--- src/rtl/jk_pkg.sv ---
// Shared types and helpers for the JK bank excitation controller.
// Holds the FSM state encoding, the don't-care fill codes and the per-bit excitation function.
package jk_pkg;

    typedef enum logic [1:0] {
        IDLE  = 2'd0,
        DRIVE = 2'd1,
        CHECK = 2'd2
    } state_e;

    localparam int DC_FILL_ZERO   = 0;
    localparam int DC_FILL_TOGGLE = 1;

    // Returns {J,K} that moves one JK flop from q to t; dc_toggle resolves don't-cares so J==K
    function automatic logic [1:0] jk_pair(input logic q, input logic t, input logic dc_toggle);
        logic [1:0] jk;
        case ({q, t})
            2'b00:   jk = 2'b00;
            2'b01:   jk = {1'b1, dc_toggle};
            2'b10:   jk = {dc_toggle, 1'b1};
            2'b11:   jk = 2'b00;
            default: jk = 2'b00;
        endcase
        return jk;
    endfunction

endpackage

--- src/rtl/jk_excite.sv ---
// Combinational JK excitation: per-bit J/K that take the bank from q_fb to tgt.
// Don't-care resolution is fixed at elaboration by DC_FILL.
import jk_pkg::*;

module jk_excite #(
    parameter int WIDTH   = 4,
    parameter int DC_FILL = DC_FILL_ZERO
) (
    input  logic [WIDTH-1:0] q_fb,
    input  logic [WIDTH-1:0] tgt,
    output logic [WIDTH-1:0] j,
    output logic [WIDTH-1:0] k
);

    localparam logic DC_TOGGLE_C = (DC_FILL == DC_FILL_TOGGLE);

    for (genvar i = 0; i < WIDTH; i++) begin : g_bit
        logic [1:0] pair_s;
        assign pair_s = jk_pair(q_fb[i], tgt[i], DC_TOGGLE_C);
        assign j[i]   = pair_s[1];
        assign k[i]   = pair_s[0];
    end

endmodule

--- src/rtl/jk_excite_ctrl.sv ---
// Drives an external JK flop bank to a requested word: excite, pulse enable, verify, retry.
// All outputs are registered; J/K are recomputed from the fed-back Q on every attempt.
import jk_pkg::*;

module jk_excite_ctrl #(
    parameter int WIDTH     = 4,
    parameter int DC_FILL   = DC_FILL_ZERO,
    parameter int MAX_RETRY = 2
) (
    input  logic             clk,
    input  logic             rst,
    input  logic             tgt_valid,
    input  logic [WIDTH-1:0] tgt_data,
    output logic             tgt_ready,
    input  logic [WIDTH-1:0] q_fb,
    output logic [WIDTH-1:0] j_out,
    output logic [WIDTH-1:0] k_out,
    output logic             jk_en,
    output logic             done,
    output logic             err,
    output logic             err_flag,
    input  logic             err_clr
);

    localparam int RW = (MAX_RETRY < 1) ? 1 : $clog2(MAX_RETRY + 1);
    localparam logic [RW-1:0] RETRY_MAX_C = RW'(MAX_RETRY);
    localparam logic [RW-1:0] RETRY_ONE_C = RW'(1);

    state_e           state_r, state_s;
    logic [WIDTH-1:0] tgt_r, tgt_s;
    logic [RW-1:0]    retry_r, retry_s;
    logic [WIDTH-1:0] j_r, j_s, k_r, k_s;
    logic             en_r, en_s;
    logic             done_r, done_s;
    logic             err_r, err_s;
    logic             flag_r, flag_s;
    logic             ready_r, ready_s;
    logic [WIDTH-1:0] exc_tgt_s, exc_j_s, exc_k_s;

    // In IDLE the excitation is computed against the word being offered, otherwise the latched one
    assign exc_tgt_s = (state_r == IDLE) ? tgt_data : tgt_r;

    jk_excite #(
        .WIDTH  (WIDTH),
        .DC_FILL(DC_FILL)
    ) u_excite (
        .q_fb(q_fb),
        .tgt (exc_tgt_s),
        .j   (exc_j_s),
        .k   (exc_k_s)
    );

    // Next-state and next-output logic
    always_comb begin
        state_s = state_r;
        tgt_s   = tgt_r;
        retry_s = retry_r;
        j_s     = '0;
        k_s     = '0;
        en_s    = 1'b0;
        done_s  = 1'b0;
        err_s   = 1'b0;
        case (state_r)
            IDLE: begin
                if (tgt_valid && ready_r) begin
                    tgt_s   = tgt_data;
                    retry_s = '0;
                    j_s     = exc_j_s;
                    k_s     = exc_k_s;
                    en_s    = 1'b1;
                    state_s = DRIVE;
                end else begin
                    state_s = IDLE;
                end
            end
            DRIVE: begin
                state_s = CHECK;
            end
            CHECK: begin
                if (q_fb == tgt_r) begin
                    done_s  = 1'b1;
                    state_s = IDLE;
                end else if (retry_r < RETRY_MAX_C) begin
                    retry_s = retry_r + RETRY_ONE_C;
                    j_s     = exc_j_s;
                    k_s     = exc_k_s;
                    en_s    = 1'b1;
                    state_s = DRIVE;
                end else begin
                    err_s   = 1'b1;
                    state_s = IDLE;
                end
            end
            default: begin
                state_s = IDLE;
            end
        endcase
        ready_s = (state_s == IDLE);
        // A new error outranks a simultaneous clear
        if (err_s) begin
            flag_s = 1'b1;
        end else if (err_clr) begin
            flag_s = 1'b0;
        end else begin
            flag_s = flag_r;
        end
    end

    // State, latched target, retry count and registered outputs
    always_ff @(posedge clk or negedge rst) begin
        if (!rst) begin
            state_r <= IDLE;
            tgt_r   <= '0;
            retry_r <= '0;
            j_r     <= '0;
            k_r     <= '0;
            en_r    <= 1'b0;
            done_r  <= 1'b0;
            err_r   <= 1'b0;
            flag_r  <= 1'b0;
            ready_r <= 1'b0;
        end else begin
            state_r <= state_s;
            tgt_r   <= tgt_s;
            retry_r <= retry_s;
            j_r     <= j_s;
            k_r     <= k_s;
            en_r    <= en_s;
            done_r  <= done_s;
            err_r   <= err_s;
            flag_r  <= flag_s;
            ready_r <= ready_s;
        end
    end

    assign tgt_ready = ready_r;
    assign j_out     = j_r;
    assign k_out     = k_r;
    assign jk_en     = en_r;
    assign done      = done_r;
    assign err       = err_r;
    assign err_flag  = flag_r;

endmodule

--- config.mk ---
export PLATFORM = sky130hd
export DESIGN_NAME = jk_excite_ctrl
export DESIGN_NICKNAME = d
export VERILOG_FILES = /design/src/rtl/jk_pkg.sv /design/src/rtl/jk_excite.sv /design/src/rtl/jk_excite_ctrl.sv
export SDC_FILE = /design/constraint.sdc
export NUM_CORES = 1
export LEC_CHECK = 0
export CAP_MARGIN = 20
export CELL_PAD_IN_SITES_DETAIL_PLACEMENT = 0
export CELL_PAD_IN_SITES_GLOBAL_PLACEMENT = 1
export CORE_MARGIN = 1
export CORE_UTILIZATION = 32
export DETAILED_ROUTE_END_ITERATION = 10
export PLACE_DENSITY = 0.76
export SLEW_MARGIN = 5
export SYNTH_ARGS = -nofsm -noshare
export SYNTH_HDL_FRONTEND = slang
export SYNTH_SLANG_ARGS = --single-unit
export TNS_END_PERCENT = 100
--- constraint.sdc ---
create_clock -name clk -period 1.4 [get_ports clk]
set_input_delay 0.14 -clock clk [delete_from_list [all_inputs] [get_ports clk]]
set_output_delay 0.14 -clock clk [all_outputs]
set_load 0.05 [all_outputs]
Word level (Yosys, flattened, before mapping):

Cells that the tools add are included.

* output and inout bits: 13
* word-level logic and storage cells: 77
* bits of input ports: 12
* flip-flop bits (word level): 21

* multiplexer cells: 32
* equality and inequality tests: 18
* add/sub/neg operators: 1
* reductions and logical operators: 15
* order comparisons: 1

Operators by type and width (number)
* 2-bit case mux with 3 select lines: 5
* 4-bit 2-to-1 mux: 7
* 2-bit equality test, second input constant: 9
* 4-bit case mux with 2 select lines: 2
* 1-bit 2-to-1 mux: 13
* 2-bit zero test: 6
* 2-bit by 1-bit equality test with 1-bit output, second input constant: 5
* 2-bit OR reduction: 4
* 2-bit 2-to-1 mux: 3
* 4-bit equality test: 1
* 2-bit inequality test, second input constant: 2
* 2-bit case mux with 2 select lines: 1
* 4-bit AND reduction: 1
* 2-bit nonzero test: 2
* 2-bit by 1-bit adder with 2-bit output, second input constant: 1
* 2-bit < comparator, second input constant: 1
* 2-bit by 1-bit inequality test with 1-bit output, second input constant: 1
* 1-bit case mux with 2 select lines: 1
* 2-bit AND reduction: 1
* 1-bit logical AND: 1

Logic depth before layout (Yosys ltp):

Gate-level depths: netlist of the first run.

* depth in word-level cells: 8
* depth in mapped cells: 5
* mapped depth without buffers: 3

Cells and area by module:

A second synthesis of the first run with hierarchy kept.

* cells, all modules: 74
* area, all modules: 912.1 um2

By module, submodules not included
* jk_excite_ctrl: area each 862.1 um2, instances 1, seq. area each 525.5 um2, cells each 66
* jk_excite: area each 50.0 um2, instances 1, seq. area each 0.0 um2, cells each 8

Worst setup path after synthesis of the first run:

No wires, ideal clock.

* path kind: reg-to-reg
* start: register ready_r, in the netlist tgt_ready
* end: register j_r[1], in the netlist j_out[1]
* clock period less this slack: 1.420 ns
* path buffers: 2
* path slack: -0.020 ns
* stages on the path, launching flop included: 5
* data arrival time: 1.316 ns
* library setup time: 0.104 ns
* required time: 1.296 ns
* path through: dfrtp_1 -> nand4bb_1 -> buf_2 -> buf_2 -> a221oi_1

* word-level cells in the longest chain between the ends: 3

RTL lines
* from (decl): RTL line jk_excite_ctrl.sv:37 `logic ready_r, ready_s;`
* from (signal assigned): RTL line jk_excite_ctrl.sv:132 `ready_r <= ready_s;`
* 1-bit logical AND: RTL line jk_excite_ctrl.sv:65 `if (tgt_valid && ready_r) begin`
* 4-bit 2-to-1 mux: RTL line jk_excite_ctrl.sv:65
* 4-bit case mux with 2 select lines: RTL line jk_excite_ctrl.sv:63 `case (state_r)`
* named net j_s[1]: RTL line jk_excite_ctrl.sv:32 `logic [WIDTH-1:0] j_r, j_s, k_r, k_s;`
* to (signal assigned): RTL line jk_excite_ctrl.sv:126 `j_r <= j_s;`
* to (decl): RTL line jk_excite_ctrl.sv:32

The timed path passes the listed nets, and every way through them passes these cells.
A chain may end at the register's enable or synchronous reset.

Worst setup path in the final report of the first run:

* start: register tgt_r[0]
* end: register ready_r, in the netlist tgt_ready

* word-level cells in the longest chain between the ends: 4

RTL lines
* from (decl): RTL line jk_excite_ctrl.sv:30 `logic [WIDTH-1:0] tgt_r, tgt_s;`
* from (signal assigned): RTL line jk_excite_ctrl.sv:124 `tgt_r <= tgt_s;`
* 4-bit equality test: RTL line jk_excite_ctrl.sv:80 `if (q_fb == tgt_r) begin`
* 1-bit 2-to-1 mux: RTL line jk_excite_ctrl.sv:80
* 2-bit case mux with 3 select lines: RTL line jk_excite_ctrl.sv:63
* 2-bit zero test: RTL line jk_excite_ctrl.sv:98 `ready_s = (state_s == IDLE);`
* named net ready_s: RTL line jk_excite_ctrl.sv:37

The timed path passes the listed nets, and every way through them passes these cells.

==> results.toml, run 1 <==
[run_status]
outcome = "finished, violations left"
violations = "negative setup slack"

[hold_path]
hold_class = "in2async"

[critical_path]
r2r_slack_ps = -40
slowest_delay_ps = 430
worstSetupStartpointType = "flip-flop"
critical_path.cell_chain = "xor2_2, o41ai_2, buf_4, and3_1"
required_ps = 1650
rr_worst_depth = 4
crit_family = "flip-flops"
path_buf_inv = 1
worst_path_max_delay_cell = "dfrtp_1"
cp_max_fo = 9
critPathCaptureType = "flip-flop"
arrival_ps = 1690
worstReg2RegStart = "tgt_r[0]"
cp-startpoint = "tgt_r[0]"
regToRegEndpoint = "tgt_ready"
path_class = "reg2reg"

[sta]
rsz0062_at_grt = "true"
whs_ps = 173
setup_viol = 8
setup_ws_ps = -37.6
fin_skew_ps = 9.63
maxSlewViolCount = 0
slew_headroom = 0.809
fin_crit_sh = 1.03
fmax_ghz = 0.696
worst_pin_slew_ps = 284
period_minus_slack_ps = 1440
finalHoldViolCount = 0

[placement]
numPortBuffers = 24
routabilityCongestion = 0.774
dpl.hpwl_microns = 1500
place_inst = 149
placed_area_sq_um = 1310

[cts]
cts_root_buffer = "clkbuf_4"
clockBufferDepth = 2
cts_tree = "done"
cts_htree_levels = 1
path_clk_slew_ps = 120
clk_latency_ps = 300
cts_buffers = 3
clock-sinks = 21
holdBufCountCts = 0

[synth]
synth_cell_types = 23
synth-seq-cells = 21
ys_warn_count = 0
synthCells = 78
yosysSeqAreaShare = 0.574
netlist_area_sq_um = 916
synth_nets = 90
syn_avg_cell_area_sq_um = 11.7

[global_route]
grt-ovfl-total = 0
grtUsageTotal = 0.149
grt_max_degree = 22
antenna_found_initial = 0
grt_pass1_wl_microns = 3570
grt_pass1_vias = 790

[final_layout]
synthToLayoutAreaGrowth_pct = 50.0
drive_gt1_frac = 0.423
n_fill_cell = 244
stdcell_count = 154
n_antenna_cell = 0
finish.instance_area_sq_um = 1370
finalNetCount = 136

[detailed_routing]
viasPerCell = 4.92
wl_per_cell_microns = 13.4
wl_microns = 2070
vias = 757
postRouteAntennaNets = 0
initialDrtViolationCount = 7
drc = 0
dr.pass1.iters = 4

[pwr]
p_leak_nw = 0.670
p_total_w = 0.00295
ir_drop_v = 0.00148
p_per_area_nw_per_um2 = 2140

[die]
core_sq_um = 2730
die_h_microns = 55.5
die_area_sq_um = 3080
fp-row-count = 19
die_w_microns = 55.5
start_util = 0.335
ios = 25

[flow_run]
maxCapViolCount = 0
==> layout make-up <==
type / instances / area (sq um) / share of cell area
Inverter: 7 / 26.3 / 0.0191
Sequential cell: 21 / 527 / 0.383
Tap cell: 31 / 38.8 / 0.0282
Timing Repair Buffer: 44 / 370 / 0.270
Clock buffer: 4 / 26.3 / 0.0191
Multi-Input combinational cell: 47 / 385 / 0.281
==> power breakdown <==
part | switching [W] | internal [W]
sequential | 0.000151 | 0.000815
clock | 0.000184 | 0.000111
combinational | 0.000905 | 0.000781
==> through the flow <==
| step | TNS, ps | setup WS (ps) | utilization |
|---|---|---|---|
| after floorplan | -3.12 | -3.12 | - |
| after global placement | -3110 | -243 | 0.477 |
| after detailed placement | -3330 | -269 | 0.477 |
| after CTS | -136 | -32.5 | 0.490 |
| after global routing | -1110 | -125 | 0.503 |
| final | -157 | -37.6 | 0.503 |
==> Yosys cell counts, drive strengths merged <==
master | number | area share
o22ai | 1 | 0.0068
xor2 | 4 | 0.038
nor3b | 1 | 0.0082
and2 | 1 | 0.0068
a21bo | 4 | 0.044
nand2b | 1 | 0.0068
a221oi | 4 | 0.038
mux2i | 1 | 0.011
o21ai | 5 | 0.027
nand4bb | 1 | 0.012
dfrtp | 21 | 0.57
mux2 | 4 | 0.049
and3 | 1 | 0.0068
a211oi | 4 | 0.033
buf | 3 | 0.023
nand2 | 9 | 0.037
nor2 | 2 | 0.0082
inv | 7 | 0.029
nor2b | 1 | 0.0068
nor4 | 1 | 0.0068
o41ai | 2 | 0.027
==> logic make-up (layout without fill, tap and decap cells) <==
family          after synthesis  after routing  share of synthesized area
simple gates                 18             18                     0.0998
compound gates               20             20                      0.176
buf+inv                      10             55                     0.0519
xor+xnor                      4              4                     0.0382
mux                           5              5                     0.0601
flops                        21             21                      0.574
==> what timing repair did <==
item                                    CTS  global route
pin swaps                                 0             2
gates resized for setup                   1             5
endpoints found under the setup margin    9            18
setup buffers                             0             1
==> sequential cells by signal, indices dropped and copies added, names as in the netlist <==
| register | cells |
|---|---|
| tgt_ready | 1 |
| err_flag | 1 |
| jk_en | 1 |
| retry_r | 2 |
| err | 1 |
| tgt_r | 4 |
| k_out | 4 |
| done | 1 |
| j_out | 4 |
| state_r | 2 |
==> worst max-delay path by stage <==
stage                       to  slack (ps)  cells after the start
finish               tgt_ready         -40                      4
global route        retry_r[0]        -120                      4
CTS                  tgt_ready         -30                      4
detailed placement    j_out[1]        -270                      5
global placement     tgt_ready        -240                      5
floorplan           retry_r[0]          -3                      4
==> layer usage <==
layer / vias to the layer above / share of wire / track usage / routed length (microns)
li1: 362 / - / - / -
met3: 2 / 0.047 / 0.0351 / 98
met1: 369 / 0.43 / 0.194 / 885
met2: 24 / 0.52 / 0.227 / 1060
met5: - / 0 / 0 / 0
met4: 0 / 0.0092 / 0.0821 / 19
==> cell usage in the layout, fill, tap and decap left out, types with 3 or more instances in the layout <==
master	count
clkbuf_4	3
mux2_2	4
o21ai_0	4
a211oi_1	4
a21bo_2	4
a221oi_1	4
nand2_1	9
inv_1	7
xor2_2	4
dfrtp_1	20
clkdlybuf4s50_1	11
buf_4	32
Note: power is estimated with default switching activity, not from simulation.
==> inputs of run 2 (changes only) <==
Settings changed: CORE_MARGIN 1 to default.
==> results of run 2 <==
Same layout as run 1: the final DEF is identical, and so are final timing and power.
==> inputs of run 3 (changes only) <==
Settings changed: CORE_MARGIN from default to 10.
==> results.toml, run 3 (synthesized netlist as in run 1, its figures left out) <==
[final_layout]
finish.instance_area_sq_um = 1390
final_common_cell = "buf_4"
final_cell_mix = "26 x buf_4, 19 x dfrtp_1, 11 x clkdlybuf4s50_1"
n_antenna_cell = 0
stdcell_count = 150
drive_gt1_frac = 0.445
synthToLayoutAreaGrowth_pct = 51.5
finalNetCount = 132

[critical_path]
required_ps = 1630
critPathCaptureType = "flip-flop"
cp_max_fo = 6
rr_worst_depth = 4
path_class = "reg2reg"
arrival_ps = 1670
worstSetupStartpointType = "flip-flop"

[global_route]
grt-ovfl-total = 0
grtUsageTotal = 0.0794
grt_pass1_wl_microns = 3490
grt_max_degree = 22
antenna_found_initial = 0
grt_pass1_vias = 765

[pwr]
p_leak_nw = 0.656
p_total_w = 0.00298
power.net_switching_w = 0.00126
p_seq_frac = 0.331
ir_drop_v = 0.00153
intPower_w = 0.00173
swShare = 0.421
p_comb_frac = 0.571
p_per_area_nw_per_um2 = 2150
clkPwrFrac = 0.099

[cts]
clock-sinks = 21
clockBufferDepth = 2
cts_tree = "done"
clk_latency_ps = 300
holdBufCountCts = 0
cts_root_buffer = "clkbuf_4"
path_clk_slew_ps = 120
cts_buffers = 3
cts_htree_levels = 1

[placement]
numPortBuffers = 24
dpl.hpwl_microns = 1620
place_inst = 144
placed_area_sq_um = 1290
routabilityCongestion = 0.787
pre_cts_slack_ps = -306

[die]
start_util = 0.332
ios = 25
die_h_microns = 73.5
die_w_microns = 73.5
core_sq_um = 2760
fp-row-count = 19
die_area_sq_um = 5400

[detailed_routing]
viasPerCell = 4.83
wl_met2_microns = 973
vias = 724
initialDrtViolationCount = 30
dr.pass1.iters = 4
wl_met3_microns = 168
drc = 0
top_layer = "met4"
postRouteAntennaNets = 0
wl_per_cell_microns = 14.4
wl_microns = 2150
drt-met1-wl_microns = 996

[run_status]
violations = "negative setup slack"
outcome = "finished, violations left"

[sta]
period_minus_slack_ps = 1450
finalHoldViolCount = 0
whs_ps = 160
rsz0062_at_grt = "true"
fin_crit_sh = 1.03
fmax_ghz = 0.691
maxSlewViolCount = 0
fin_skew_ps = 8.40
slew_headroom = 0.795
setup_ws_ps = -47.4
worst_pin_slew_ps = 304
setup_viol = 7

[flow_run]
maxCapViolCount = 0

[hold_path]
hold_class = "in2async"
==> run 3: cell count changes in the layout (fill, tap and decap cells not counted), moves of 2 or more <==
| cell | delta |
|---|---|
| a211oi_2 | +2 |
| a211oi_1 | -2 |
| a221oi_1 | -2 |
| a221oi_2 | +2 |
| buf_12 | +2 |
| buf_4 | -6 |
==> run 3: power groups by stage <==
| stage | logic [W] | clock network, W | registers (W) |
|---|---|---|---|
| final | 0.00170 | 0.000294 | 0.000987 |
| after floorplan | 0.000610 | 0 | 0.00130 |
| after global placement | 0.00155 | 0 | 0.000994 |
| after CTS | 0.00166 | 0.000302 | 0.000987 |
| after detailed placement | 0.00157 | 0 | 0.000994 |
| after global routing | 0.00184 | 0.000321 | 0.00102 |
==> run 3: layer usage <==
metal,global-route usage,vias to the layer above
met5,0,-
met4,0.0248,0
met3,0.0323,2
met2,0.119,18
met1,0.101,345
li1,-,359
==> run 3: worst paths after layout <==
check                      slack, ps          to        from
setup / recovery                 -50  retry_r[0]    tgt_r[2]
hold / removal                   160    k_out[2]         rst
setup reg to reg                 -50  retry_r[0]    tgt_r[2]
hold reg to reg                  480  retry_r[0]  retry_r[0]
max in group asynchronous       1010   tgt_ready         rst
min in group clk                 420    err_flag     err_clr
==> run 3: critical path, cell delays in order, from the launching register on <==
cell	delay, ps
dfrtp_1	430
xor2_2	170
o41ai_2	390
buf_4	210
mux2i_1	170
==> run 3: cell type report <==
cell class	instances	area [sq um]
tap	31	38.8
fill	251	1370
timing repair buffer	40	365
sequential	21	528
inverter	7	26.3
clock buffer	4	26.3
multi-input combinational	47	403
==> run 3: metrics by stage <==
stage	util	TNS [ps]
after CTS	0.494	-190
after detailed placement	0.469	-3700
after floorplan	-	-3.12
after global placement	0.469	-3540
after global routing	0.503	-1210
final	0.503	-179
==> run 3: timing repair <==
action,in CTS,in global routing
pin swaps,0,7
endpoints found under the setup margin,11,17
gates cloned,0,0
resized for setup,4,8
buffers inserted,2,0
